## config.mk

```make
export PLATFORM = sky130hd
export DESIGN_NAME = uart_tx_frame_ctrl
export DESIGN_NICKNAME = d
export VERILOG_FILES = /design/src/rtl/uart_pkg.sv /design/src/rtl/uart_tx_parity_gen.sv /design/src/rtl/uart_tx_frame_ctrl.sv
export SDC_FILE = /design/constraint.sdc
export NUM_CORES = 1
export LEC_CHECK = 0
export ABC_AREA = 1
export BUFFER_PORTS_ARGS = -buffer_cell sky130_fd_sc_hd__buf_2
export CAP_MARGIN = 20
export CORE_MARGIN = 2
export CORE_UTILIZATION = 54
export CTS_CLUSTER_DIAMETER = 40
export DETAILED_ROUTE_END_ITERATION = 10
export PLACE_DENSITY_LB_ADDON = 0.3
export SLEW_MARGIN = 20
export SYNTH_ARGS = -nofsm -noshare
export SYNTH_HDL_FRONTEND = slang
export SYNTH_SLANG_ARGS = --single-unit
```

## constraint.sdc

```tcl
create_clock -name Clock -period 1.9 [get_ports Clock]
set_input_delay 0.095 -clock Clock [delete_from_list [all_inputs] [get_ports Clock]]
set_output_delay 0.095 -clock Clock [all_outputs]
set_load 0.01 [all_outputs]
```

## src/rtl/uart_pkg.sv

```systemverilog
// Shared encodings for the UART transmit path: parity modes, FSM states, line idle level.
package uart_pkg;

    localparam logic [1:0] PAR_NONE  = 2'b00;
    localparam logic [1:0] PAR_ODD   = 2'b01;
    localparam logic [1:0] PAR_EVEN  = 2'b10;
    localparam logic [1:0] PAR_NONE2 = 2'b11;

    localparam logic IDLE_LEVEL = 1'b1;

    localparam logic [2:0] ST_IDLE_ENC   = 3'd0;
    localparam logic [2:0] ST_SYNC_ENC   = 3'd1;
    localparam logic [2:0] ST_START_ENC  = 3'd2;
    localparam logic [2:0] ST_DATA_ENC   = 3'd3;
    localparam logic [2:0] ST_PARITY_ENC = 3'd4;
    localparam logic [2:0] ST_STOP_ENC   = 3'd5;

    typedef enum logic [2:0] {
        ST_IDLE   = ST_IDLE_ENC,
        ST_SYNC   = ST_SYNC_ENC,
        ST_START  = ST_START_ENC,
        ST_DATA   = ST_DATA_ENC,
        ST_PARITY = ST_PARITY_ENC,
        ST_STOP   = ST_STOP_ENC
    } tx_state_e;

endpackage

```

## src/rtl/uart_tx_parity_gen.sv

```systemverilog
// Combinational parity bit and enable for the latched frame payload.
module uart_tx_parity_gen
    import uart_pkg::*;
#(
    parameter int DATA_WIDTH = 8
) (
    input  logic [DATA_WIDTH-1:0] data_i,
    input  logic [1:0]            parity_type_i,
    output logic                  parity_bit_o,
    output logic                  parity_en_o
);

    function automatic logic even_parity(input logic [DATA_WIDTH-1:0] d);
        return ^d;
    endfunction

    // Select parity polarity from the latched mode; the two "none" codes disable the slot.
    always_comb begin
        parity_bit_o = 1'b0;
        parity_en_o  = 1'b0;
        case (parity_type_i)
            PAR_ODD: begin
                parity_bit_o = ~even_parity(data_i);
                parity_en_o  = 1'b1;
            end
            PAR_EVEN: begin
                parity_bit_o = even_parity(data_i);
                parity_en_o  = 1'b1;
            end
            PAR_NONE, PAR_NONE2: begin
                parity_bit_o = 1'b0;
                parity_en_o  = 1'b0;
            end
            default: begin
                parity_bit_o = 1'b0;
                parity_en_o  = 1'b0;
            end
        endcase
    end

endmodule

```

## src/rtl/uart_tx_frame_ctrl.sv

```systemverilog
// UART transmit frame sequencer: start, data LSB-first, optional parity, stop.
// Define UART_TX_TWO_STOP_EN for two stop bits; default build sends one.
module uart_tx_frame_ctrl
    import uart_pkg::*;
#(
    parameter int DATA_WIDTH = 8
) (
    input  logic                  Clock,
    input  logic                  Reset,
    input  logic                  BaudTick,
    input  logic                  Send,
    input  logic [DATA_WIDTH-1:0] DataIn,
    input  logic [1:0]            ParityType,
    output logic                  TxOut,
    output logic                  Busy,
    output logic                  Done
);

    localparam int CNT_W = $clog2(DATA_WIDTH);
    localparam logic [CNT_W-1:0] LAST_BIT = CNT_W'(DATA_WIDTH - 1);

    tx_state_e             state_q, state_d;
    logic                  busy_q, busy_d;
    logic                  done_q, done_d;
    logic                  tx_q, tx_d;
    logic [DATA_WIDTH-1:0] data_q, data_d;
    logic [DATA_WIDTH-1:0] shreg_q, shreg_d;
    logic [1:0]            par_type_q, par_type_d;
    logic [CNT_W-1:0]      bit_cnt_q, bit_cnt_d;
`ifdef UART_TX_TWO_STOP_EN
    logic                  stop_cnt_q, stop_cnt_d;
`endif
    logic                  parity_bit_s;
    logic                  parity_en_s;

    uart_tx_parity_gen #(
        .DATA_WIDTH(DATA_WIDTH)
    ) u_parity_gen (
        .data_i       (data_q),
        .parity_type_i(par_type_q),
        .parity_bit_o (parity_bit_s),
        .parity_en_o  (parity_en_s)
    );

    // Next-state and next-output computation; only IDLE->SYNC ignores BaudTick.
    always_comb begin
        state_d    = state_q;
        busy_d     = busy_q;
        done_d     = 1'b0;
        tx_d       = tx_q;
        data_d     = data_q;
        shreg_d    = shreg_q;
        par_type_d = par_type_q;
        bit_cnt_d  = bit_cnt_q;
`ifdef UART_TX_TWO_STOP_EN
        stop_cnt_d = stop_cnt_q;
`endif
        case (state_q)
            ST_IDLE: begin
                tx_d = IDLE_LEVEL;
                if (Send) begin
                    state_d    = ST_SYNC;
                    busy_d     = 1'b1;
                    data_d     = DataIn;
                    shreg_d    = DataIn;
                    par_type_d = ParityType;
                    bit_cnt_d  = '0;
                end else begin
                    busy_d = 1'b0;
                end
            end
            // Wait for a tick boundary so the start bit lasts a full period.
            ST_SYNC: begin
                if (BaudTick) begin
                    state_d = ST_START;
                    tx_d    = 1'b0;
                end else begin
                    tx_d = IDLE_LEVEL;
                end
            end
            ST_START: begin
                if (BaudTick) begin
                    state_d   = ST_DATA;
                    tx_d      = shreg_q[0];
                    bit_cnt_d = '0;
                end else begin
                    tx_d = 1'b0;
                end
            end
            ST_DATA: begin
                if (BaudTick) begin
                    if (bit_cnt_q == LAST_BIT) begin
                        if (parity_en_s) begin
                            state_d = ST_PARITY;
                            tx_d    = parity_bit_s;
                        end else begin
                            state_d = ST_STOP;
                            tx_d    = IDLE_LEVEL;
                        end
`ifdef UART_TX_TWO_STOP_EN
                        stop_cnt_d = 1'b0;
`endif
                    end else begin
                        shreg_d   = {1'b0, shreg_q[DATA_WIDTH-1:1]};
                        tx_d      = shreg_q[1];
                        bit_cnt_d = bit_cnt_q + 1'b1;
                    end
                end else begin
                    tx_d = shreg_q[0];
                end
            end
            ST_PARITY: begin
                if (BaudTick) begin
                    state_d = ST_STOP;
                    tx_d    = IDLE_LEVEL;
                end else begin
                    tx_d = parity_bit_s;
                end
            end
            ST_STOP: begin
                tx_d = IDLE_LEVEL;
                if (BaudTick) begin
`ifdef UART_TX_TWO_STOP_EN
                    if (stop_cnt_q == 1'b0) begin
                        stop_cnt_d = 1'b1;
                    end else begin
                        stop_cnt_d = 1'b0;
                        state_d    = ST_IDLE;
                        busy_d     = 1'b0;
                        done_d     = 1'b1;
                    end
`else
                    state_d = ST_IDLE;
                    busy_d  = 1'b0;
                    done_d  = 1'b1;
`endif
                end else begin
                    state_d = ST_STOP;
                end
            end
            default: begin
                state_d = ST_IDLE;
                busy_d  = 1'b0;
                tx_d    = IDLE_LEVEL;
            end
        endcase
    end

    // State and output registers with synchronous reset; reset aborts any frame silently.
    always_ff @(posedge Clock) begin
        if (Reset) begin
            state_q    <= ST_IDLE;
            busy_q     <= 1'b0;
            done_q     <= 1'b0;
            tx_q       <= IDLE_LEVEL;
            data_q     <= '0;
            shreg_q    <= '0;
            par_type_q <= PAR_NONE;
            bit_cnt_q  <= '0;
`ifdef UART_TX_TWO_STOP_EN
            stop_cnt_q <= 1'b0;
`endif
        end else begin
            state_q    <= state_d;
            busy_q     <= busy_d;
            done_q     <= done_d;
            tx_q       <= tx_d;
            data_q     <= data_d;
            shreg_q    <= shreg_d;
            par_type_q <= par_type_d;
            bit_cnt_q  <= bit_cnt_d;
`ifdef UART_TX_TWO_STOP_EN
            stop_cnt_q <= stop_cnt_d;
`endif
        end
    end

    assign TxOut = tx_q;
    assign Busy  = busy_q;
    assign Done  = done_q;

endmodule

```

==> flow_summary_export.csv <==
group,metric,value,unit
status,outcome,"complete, no violations",
clock_tree,clk_pin_slew,0.16,ns
clock_tree,cts_num_sinks,27,
global_route,grt_pass1_vias,1238,
synthesis,synth.net_count,233,
worst_hold_path,holdCritPathClass,"input pin to register",
placed_design,dp_cells,254,
synthesis,syn_area,1440,µm²
synthesis,syn_area_per_cell,6.69,µm²
global_route,grt_max_degree,21,
timing,finalMaxSlewViolations,0,
critical_path,r2r_start,"bit_cnt_q[0]",
routing,drt-initial-drc-count,43,
global_route,grt_first_pass_wirelength,5260,µm
layout,n_antenna_cell,0,
placed_design,dpl.hpwl,2230,µm
layout,final_cell_mix,"nand2_1 (70), dfxtp_1 (27), inv_1 (22)",
routing,ant_nets,0,
floorplanning,initial_utilization,0.576,
synthesis,synthCells,215,
routing,avgRoutedWirePerCell,11.7,µm
layout,final_cells,260,
clock_tree,clock_latency,0.34,ns
timing,fin_crit,1.73,ns
floorplanning,rows,18,
global_route,grt_usage,0.206,
layout,postLayoutCellArea,1570,µm²
clock_tree,cts_made_buffers,3,
critical_path,start_kind,"register",
routing,drc_errors,0,
timing,max_freq,0.579,GHz
timing,relSlewSlack,0.628,
critical_path,crit_chain,"ha_1 -> ha_1 -> nor2_4 -> inv_2 -> a21oi_4 -> o21ai_0 -> a31oi_1",
timing,whs,0.0146,ns
critical_path,cp-end-kind,"register",
timing,setup_tns,0,ns
flow_run,max_cap_viol_count,0,
global_route,antenna_found_initial,0,
timing,final.period_utilization,0.908,
pwr,ir_worst_vdd,0.000964,V
routing,routed_wl,3050,µm
placed_design,portBuffers,16,
routing,drt-vias-per-instance,5.22,
routing,vias,1356,
timing,hold_violations,0,
layout,layout_commonest_cell,"nand2_1",
timing,finClkSkew,0.0131,ns
placed_design,placed_area,1520,µm²
critical_path,crit_type,"register to register",
floorplanning,core,2500,µm²
worst_hold_path,hold_start,"Reset",
layout,fillers,249,
synthesis,yosysSeqAreaShare,0.376,
critical_path,crit_arrival,1.99,ns
floorplanning,die-area,3090,µm²
placed_design,gp_congestion,0.788,
clock_tree,cts-root-buf,"clkbuf_4",
clock_tree,cts_tree,"built",
routing,drt_pre_antenna_iters,4,
critical_path,crit_required,2.16,ns
synthesis,synth_cell_types,23,
layout,final_nets,249,
timing,setup_viol,0,
layout,area_delta_synth_final,9.30,%
critical_path,cp_slowest_cell,"dfxtp_1",
synthesis,ys_ff_latch,27,
layout,drive_gt1_frac,0.161,
critical_path,cpMostUsedCell,"ha_1",
critical_path,startpoint,"bit_cnt_q[0]",
timing,rsz0062_at_grt,"false",
floorplanning,die_h,55.6,µm
clock_tree,clock_path_buffers,2,
timing,tightest_slew,0.557,ns
clock_tree,post_cts.repair.setup_buffers,0,
clock_tree,htree_levels,1,
critical_path,max_stage_delay,0.36,ns
clock_tree,cts_hold_buffers,0,
critical_path,cp_max_fo,15,
floorplanning,die_width,55.6,µm
global_route,overflow,0,
clock_tree,cts_resized,0,
pwr,power.density,1370,nW/µm²
floorplanning,ioPinCount,17,
synthesis,synth_warnings,0,
pwr,leakagePower,0.744,nW
per-layer routing:
layer / share of wire / GRT usage
met1: 0.47 / 0.307
met4: 0.019 / 0.0767
met5: 0 / 0
met3: 0.043 / 0.0233
met2: 0.46 / 0.306
worst max-delay path: cells and delay by family, from the launching register on:
family / cells / cell delay, ns
buffers and inverters: 1 / 0.06
AOI/OAI and AO/OA: 3 / 0.64
and+or+nand+nor: 1 / 0.14
DFF: 1 / 0.36
adders and majority gates: 2 / 0.44
synthesized netlist by cell type, drive strengths merged:
cell | n | area (µm²)
nor2 | 16 | 80.1
nand2 | 71 | 274
xnor2 | 1 | 8.76
nand3 | 10 | 50.1
clkbuf | 4 | 16.3
a21oi | 20 | 111
inv | 26 | 97.6
dfxtp | 27 | 541
ha | 4 | 50.1
o21ai | 23 | 126
nand4 | 1 | 6.26
buf | 4 | 28.8
a31oi | 7 | 43.8
nor3 | 1 | 5.00
path summary, 6_finish.rpt:
check,endpoint,slack (ns),cells after the start
max,shreg_q[1],0.17,7
min,data_q[7],0.01,2
max reg2reg,shreg_q[1],0.17,7
min reg2reg,bit_cnt_q[2],0.48,2
power by group:
| part | leakage (nW) | internal (mW) | total, mW | switching (mW) |
|---|---|---|---|---|
| logic | 0.508 | 0.358 | 1.04 | 0.687 |
| clock network | 0.0139 | 0.0807 | 0.263 | 0.182 |
| registers | 0.223 | 0.731 | 0.840 | 0.109 |
kinds of logic (layout without fill, tap and decap cells):
group | count (synthesis) | in the layout | synth area share
adders and majority gates | 4 | 4 | 0.0348
xor gates and xnor gates | 1 | 1 | 0.00609
buffers and inverters | 34 | 49 | 0.0991
DFF | 27 | 27 | 0.376
AOI/OAI and AO/OA | 50 | 50 | 0.196
and+or+nand+nor | 99 | 99 | 0.289
flip-flops by register name (all words and copies together) (netlist names):
register and flops:
par_type_q 2, bit_cnt_q 3, Busy 1, state_q 3, Done 1, shreg_q 8, TxOut 1, data_q 8
stage by stage:
stage | power (mW) | utilization | setup slack (ns)
floorplan | 1.69 | - | 0.432
global placement | 1.83 | 0.608 | 0.267
detailed placement | 1.86 | 0.608 | 0.203
CTS | 2.11 | 0.620 | 0.163
global route | 2.36 | 0.629 | 0.0129
finish | 2.15 | 0.629 | 0.174
layout make-up:
type	count	area [µm²]	share of cell area
clock inverters	1	7.51	0.00477
inverters	26	101	0.0644
multi-input cells	154	763	0.485
clock buffers	3	22.5	0.0143
repair buffers	17	87.6	0.0557
flip-flops and latches	27	541	0.344
well taps	30	37.5	0.0239
repair inverters	2	12.5	0.00796
Power figures use the tool's default switching activity.
